$ cat src/rtl/apb_slave_pkg.sv
// Shared types and constants for the APB completer memory slice.
package apb_slave_pkg;

    localparam int APB_AW     = 8;
    localparam int APB_DW     = 8;
    localparam int WAIT_CNT_W = 4;

    typedef enum logic [1:0] {
        IDLE   = 2'd0,
        ACCESS = 2'd1,
        DONE   = 2'd2
    } apb_state_e;

endpackage

$ cat src/rtl/apb_slave_regfile.sv
// DEPTH x DW register storage: synchronous write, async clear, combinational read.
module apb_slave_regfile
    import apb_slave_pkg::*;
#(
    parameter int DW    = APB_DW,
    parameter int DEPTH = 64,
    parameter int IW    = 6
) (
    input  logic          clk,
    input  logic          rst,
    input  logic          we,
    input  logic [IW-1:0] waddr,
    input  logic [DW-1:0] wdata,
    input  logic [IW-1:0] raddr,
    output logic [DW-1:0] rdata
);

    logic [DW-1:0] mem_q [DEPTH];
    logic [DW-1:0] mem_d [DEPTH];

    // Next memory image: unchanged except for the addressed word when writing
    always_comb begin
        mem_d = mem_q;
        if (we) begin
            mem_d[waddr] = wdata;
        end
    end

    // Storage registers, cleared as a whole by reset
    always_ff @(posedge clk or posedge rst) begin
        if (rst) begin
            for (int i = 0; i < DEPTH; i++) begin
                mem_q[i] <= '0;
            end
        end else begin
            mem_q <= mem_d;
        end
    end

    assign rdata = mem_q[raddr];

endmodule

$ cat src/rtl/apb_slave_mem.sv
// APB3 completer serving a local register file with configurable wait states.
// The caller has already range-checked nothing: out-of-range addresses are
// detected here against the full local address width and answered with PSLVERR.
module apb_slave_mem
    import apb_slave_pkg::*;
#(
    parameter int AW          = APB_AW,
    parameter int DW          = APB_DW,
    parameter int DEPTH       = 64,
    parameter int WAIT_CYCLES = 0
) (
    input  logic          PCLK,
    input  logic          PRESET,
    input  logic          PSEL,
    input  logic          PENABLE,
    input  logic          PWRITE,
    input  logic [AW-1:0] PADDR,
    input  logic [DW-1:0] PWDATA,
    output logic          PREADY,
    output logic [DW-1:0] PRDATA,
    output logic          PSLVERR
);

    localparam int                    IW        = (DEPTH > 1) ? $clog2(DEPTH) : 1;
    localparam logic [AW:0]           DEPTH_LIM = (AW + 1)'(DEPTH);
    localparam logic [WAIT_CNT_W-1:0] WAIT_LOAD = WAIT_CNT_W'(WAIT_CYCLES);

    apb_state_e            state_q, state_d;
    logic [WAIT_CNT_W-1:0] cnt_q, cnt_d;
    logic                  ready_q, ready_d;
    logic [DW-1:0]         rdata_q, rdata_d;
    logic                  slverr_q, slverr_d;

    logic          setup_phase;
    logic          access_phase;
    logic          addr_ok;
    logic          begin_xfer;
    logic          enter_done;
    logic          mem_we;
    logic [IW-1:0] mem_idx;
    logic [DW-1:0] rd_data;

    assign setup_phase  = PSEL & ~PENABLE;
    assign access_phase = PSEL & PENABLE;
    assign addr_ok      = {1'b0, PADDR} < DEPTH_LIM;
    assign mem_idx      = PADDR[IW-1:0];

    apb_slave_regfile #(
        .DW    (DW),
        .DEPTH (DEPTH),
        .IW    (IW)
    ) u_regfile (
        .clk   (PCLK),
        .rst   (PRESET),
        .we    (mem_we),
        .waddr (mem_idx),
        .wdata (PWDATA),
        .raddr (mem_idx),
        .rdata (rd_data)
    );

    // Next-state, wait counter, write strobe and registered response values
    always_comb begin
        state_d    = state_q;
        cnt_d      = cnt_q;
        ready_d    = 1'b0;
        rdata_d    = '0;
        slverr_d   = 1'b0;
        mem_we     = 1'b0;
        begin_xfer = 1'b0;
        enter_done = 1'b0;

        case (state_q)
            IDLE: begin
                if (setup_phase) begin
                    begin_xfer = 1'b1;
                end
            end
            ACCESS: begin
                if (!PSEL) begin
                    state_d = IDLE;
                    cnt_d   = '0;
                end else if (setup_phase) begin
                    begin_xfer = 1'b1;
                end else if (cnt_q <= 4'd1) begin
                    cnt_d      = '0;
                    enter_done = 1'b1;
                end else begin
                    cnt_d = cnt_q - 4'd1;
                end
            end
            DONE: begin
                state_d = IDLE;
                if (access_phase) begin
                    mem_we = PWRITE & addr_ok;
                end else if (setup_phase) begin
                    begin_xfer = 1'b1;
                end
            end
            default: begin
                state_d = IDLE;
                cnt_d   = '0;
            end
        endcase

        if (begin_xfer) begin
            if (WAIT_CYCLES == 0) begin
                enter_done = 1'b1;
            end else begin
                state_d = ACCESS;
                cnt_d   = WAIT_LOAD;
            end
        end

        if (enter_done) begin
            state_d  = DONE;
            ready_d  = 1'b1;
            slverr_d = ~addr_ok;
            rdata_d  = (!PWRITE && addr_ok) ? rd_data : '0;
        end
    end

    // State and response registers, cleared immediately by reset
    always_ff @(posedge PCLK or posedge PRESET) begin
        if (PRESET) begin
            state_q  <= IDLE;
            cnt_q    <= '0;
            ready_q  <= 1'b0;
            rdata_q  <= '0;
            slverr_q <= 1'b0;
        end else begin
            state_q  <= state_d;
            cnt_q    <= cnt_d;
            ready_q  <= ready_d;
            rdata_q  <= rdata_d;
            slverr_q <= slverr_d;
        end
    end

    assign PREADY  = ready_q;
    assign PRDATA  = rdata_q;
    assign PSLVERR = slverr_q;

endmodule

$ cat config.mk
export PLATFORM = sky130hd
export DESIGN_NAME = apb_slave_mem
export DESIGN_NICKNAME = d
export VERILOG_FILES = /design/src/rtl/apb_slave_pkg.sv /design/src/rtl/apb_slave_regfile.sv /design/src/rtl/apb_slave_mem.sv
export SDC_FILE = /design/constraint.sdc
export NUM_CORES = 1
export LEC_CHECK = 0
export ABC_AREA = 1
export BUFFER_PORTS_ARGS = -buffer_cell sky130_fd_sc_hd__clkbuf_2
export CORE_ASPECT_RATIO = 1.75
export CORE_UTILIZATION = 39
export DETAILED_ROUTE_END_ITERATION = 8
export GPL_TIMING_DRIVEN = 0
export PLACE_DENSITY = 0.6
export SLEW_MARGIN = 20
export SYNTH_ARGS = -nofsm -noshare
export SYNTH_HDL_FRONTEND = slang
export SYNTH_SLANG_ARGS = --single-unit
$ cat constraint.sdc
create_clock -name PCLK -period 23.5 [get_ports PCLK]
set_input_delay 4.7 -clock PCLK [delete_from_list [all_inputs] [get_ports PCLK]]
set_output_delay 4.7 -clock PCLK [all_outputs]
set_load 0.1 [all_outputs]
* Word level (Yosys, flattened, before mapping) *
Index checks and enable logic that the tools add are counted.

word-level totals
  register bits = 528
  input port bits = 21
  output and inout port bits = 10
  logic and storage cells = 121

operators by class
  $add $sub $neg = 1
  magnitude comparators = 4
  eq/ne operators = 5
  mux-type cells = 28
  bitwise gates (word level) = 7
  reduce and logical (&&, ||, !) cells = 7

operators with widths
  cell                   count
  $bwmux W512            1
  $bmux W8 S6            1
  $demux W8 S6           1
  $mux W8                5
  $mux W1                12
  $mux W4                3
  $lt A8 B7 Y1 const B   1
  $pmux W4 S2            1
  $ge A7 B7 Y1 const B   1
  $lt A7 B1 Y1 const B   1
  $not A6 Y7             1
  $ne A3 B3 Y1 const B   2
  $le A4 B1 Y1 const B   1
  $mux W2                2
  $pmux W2 S2            1
  $reduce_and A2 Y1      2
  $sub A4 B1 Y4 const B  1
  $and A1 B1 Y1          3
  $not A1 Y1             3
  $pmux W1 S3            1
  $eq A2 B1 Y1 const B   1
  $eq A2 B2 Y1 const B   1
  $logic_and A1 B1 Y1    2
  $logic_not A2 Y1       1
  other kinds (3)        3

* Longest topological paths before layout *
  depth in word-level cells = 8
  gate-level depth with buffers = 13
  depth with buffers taken out = 11

* Hierarchy *
From an unflattened synthesis, not the netlist that was laid out.

second synthesis, totals
  cells, all modules = 2,997
  area total of the unflattened synthesis = 23,955.5 um^2

by module, submodules not included
  module             instances  cells an instance  area an instance (um^2)  sequential area each (um^2)
  apb_slave_regfile  1          2,955              23,526.3                 12,812.3
  apb_slave_mem      1          42                 429.2                    275.3

* Worst setup path after synthesis *
No wires, ideal clock.

  path kind = input port to flip-flop
  start = in PADDR[1]
  end = reg u_regfile.mem_q[103] in the netlist's numbering
  library setup time = 0.133 ns
  arrival time = 6.041 ns
  required time = 23.367 ns
  path slack = 17.326 ns
  cell stages on the path = 9
  path buffers = 2
  path through = buf_2 > inv_1 > nor2_1 > inv_1 > nor3_1 > nand2_1 > clkbuf_1 > nand2_1 > o21ai_0

between the ends
  longest elaborated chain between the ends = 6
  elaborated cells between the ends (all ways) = 11
  those cells by class = order compare (3); mux (5); bitwise (2); reduce/logical (1)

RTL lines
  item                                                                RTL line                 source
  start: declaration                                                  apb_slave_mem.sv:17      input logic [AW-1:0] PADDR,
  $not A6 Y7 (not written as such)                                    apb_slave_regfile.sv:25  mem_d[waddr] = wdata;
  $ge A7 B7 Y1 (not written as such) or $lt A7 B1 Y1 (tied branches)  apb_slave_regfile.sv:25
  $logic_and A1 B1 Y1 (not written as such)                           apb_slave_regfile.sv:25
  $mux W8 (not written as such)                                       apb_slave_regfile.sv:25
  $demux W8 S6                                                        apb_slave_regfile.sv:25
  $bwmux W512                                                         apb_slave_regfile.sv:25
  end signal: assignment                                              apb_slave_regfile.sv:36  mem_q <= mem_d;
  end: declaration                                                    apb_slave_regfile.sv:18  logic [DW-1:0] mem_q [DEPTH];

Several ways; a longest one is shown, not always the timed one.
A chain may end at the register's enable or synchronous reset.

* Worst setup path after layout *
  start = in PADDR[1]
  end = reg u_regfile.mem_q[47] in the netlist's numbering

The elaborated chain is that of the path after synthesis.

==> impl_metrics.tcl <==
set metrics [dict create \
    status "finished clean" \
    worst_r2r_path_depth 8 \
    clk_pin_slew_ns 0.07 \
    slew_violations 0 \
    p_leak_nw 13.9 \
    rows 121 \
    drv_cap 0 \
    design.die.area_um2 63900 \
    yosysWarnings 0 \
    synth-main-ff-cell "dfrtp_1" \
    io_pins 31 \
    cts_resized 0 \
    vias_per_cell 5.50 \
    cts_tree "built" \
    period_minus_slack_ns 7.50 \
    grt_pass1_wl_um 152000 \
    die_w_um 192 \
    synth-async-reset-ratio 1.00 \
    synthTopCellsByCount "1924 x nand2_1, 523 x dfrtp_1, 520 x o21ai_0" \
    route.detailed.drc 0 \
    placedCellCount 4160 \
    ant_nets 0 \
    drt_iter0_markers 2400 \
    start_util 0.394 \
    setup_viol 0 \
    synthDistinctLibCells 23 \
    worstSetupStartpointType "input port" \
    hold_viol 0 \
    cp-end-kind "register" \
    drive_gt1_frac 0.0516 \
    cts_sinks 523 \
    cp_max_fo 10 \
    worstPathRequired_ns 23.96 \
    synth_area_um2 24500 \
    overflow 0 \
    fin_nets 3433 \
    root_buffer "clkbuf_16" \
    hold_slack_ns 0.483 \
    synthCells 3328 \
    synth.largest_area_cell "dfrtp_1" \
    antenna_found_initial 6 \
    ctsHoldBuffers 0 \
    worstSkewPairLatency_ns 0.62 \
    wl_per_cell_um 24.8 \
    dp_hpwl_um 73900 \
    drtPass1Iterations 7 \
    grt_pass1_vias 22789 \
    synth-seq-cells 523 \
    rsz0062_at_grt "no" \
    clock.fmax_mhz 133 \
    syn_area_per_cell_um2 7.37 \
    grt_max_degree 99 \
    hold_depth 2 \
    gp_congestion 1.03 \
    ff2ff_setup_slack_ns 20.52 \
    final_cells 4248 \
    cts_setup_buffers 0 \
    ys_seq_area_frac 0.534 \
    cts_buffers 49 \
    cts_buffer_depth 3 \
    ir_worst_vdd_mv 0.0535 \
    vias 23376 \
    cellPowerDensity_nw_per_um2 69.1 \
    synth_top_cell_area_share 0.534 \
    slew_headroom 0.0916 \
    areaGrowthSynthToFinish_pct 12.3 \
    finClkSkew_ns 0.0191 \
    crit_arrival_ns 7.96 \
    path_class "input port to register" \
    htree_levels 2 \
    hold_class "register to register" \
    grt_usage 0.336 \
    totalWireLength_um 105000 \
    final_util 0.443 \
    synth_edf_count 0 \
    io_buffers 26 \
    worst_slew_pin_slew_ns 1.36 \
    synth_area_leaders "dfrtp_1 53%, nand2_1 29%, o21ai_0 11%, clkbuf_1 2.7%, buf_2 0.63%" \
    yosysMostFrequentCell "nand2_1" \
    synth_nets 3349 \
    post-route-period-util 0.319 \
    die_h_um 334 \
    coreArea_um2 62200 \
]
-- worst max-delay path: stages --
cell	delay [ns]
buf_2	0.16
inv_1	0.10
nor2_1	0.75
inv_1	0.27
nor3_2	0.90
nand2_1	0.50
clkbuf_1	0.36
nand2_1	0.11
o21ai_0	0.09
-- logic make-up (layout without fill, tap and decap cells) --
kind of cell	Yosys count	after routing	share of synthesized area
simple gates	2016	2016	0.315
compound gates	537	537	0.110
flops	523	523	0.534
buf+inv	252	371	0.0405
other cells	0	2	0
-- cell type report --
class	count	area (µm²)
sequential	523	13100
buffer	220	880
timing repair buffer	33	283
fill	6431	34700
inverter	32	128
clock buffer	72	1500
multi-input combinational	2553	10500
tap	799	1000
antenna	2	5.00
clock inverter	14	200
-- flip-flops by register name, indices dropped and copies added (netlist names) --
name             cells
state_q              1
u_regfile.mem_q    512
PSLVERR              1
PREADY               1
PRDATA               8
-- per-stage QoR --
step | worst slack (ns) | power, W | area [µm²] | TNS [ns]
final | 16.00 | 0.00190 | 27500 | 0
after global routing | 15.93 | 0.00194 | 27500 | 0
after CTS | 16.37 | 0.00190 | 27500 | 0
after detailed placement | 15.75 | 0.00105 | 25800 | 0
after global placement | -2.27 | 0.00105 | 25600 | -1143.35
after floorplan | 4.19 | 0.000980 | 24500 | 0
-- per-layer routing --
metal,track usage,vias to the layer above,part of all wire
met1,0.369,11119,0.34
met4,0.284,10,0.10
li1,-,10616,-
met3,0.0757,458,0.086
met5,0,-,0.00061
met2,0.547,1173,0.47
-- worst paths after layout --
path                                      from                    to
max in group asynchronous               PRESET  u_regfile.mem_q[509]
min in group asynchronous               PRESET  u_regfile.mem_q[233]
setup reg to reg                    state_q[1]   u_regfile.mem_q[24]
setup / recovery                      PADDR[1]   u_regfile.mem_q[47]
hold / removal             u_regfile.mem_q[20]   u_regfile.mem_q[20]
hold reg to reg            u_regfile.mem_q[20]   u_regfile.mem_q[20]
-- placed cells by master (no fill, tap or decap), types with 11 or more instances in the layout --
cell type  instances
nand2_1         1924
clkbuf_8          19
clkbuf_1         174
clkbuf_16         49
clkbuf_2          32
buf_2             31
o21ai_0          520
nand3_1           30
buf_1             11
nor2_1            38
inv_1             20
dfrtp_1          523
-- power breakdown --
group          internal (W)  total, W  switching [W]  leakage, nW
logic             0.0000153  0.000130       0.000114         5.72
clock network      0.000496  0.000868       0.000372        0.844
registers          0.000904  0.000906     0.00000221         7.30
Note: power is estimated with default switching activity, not from simulation.
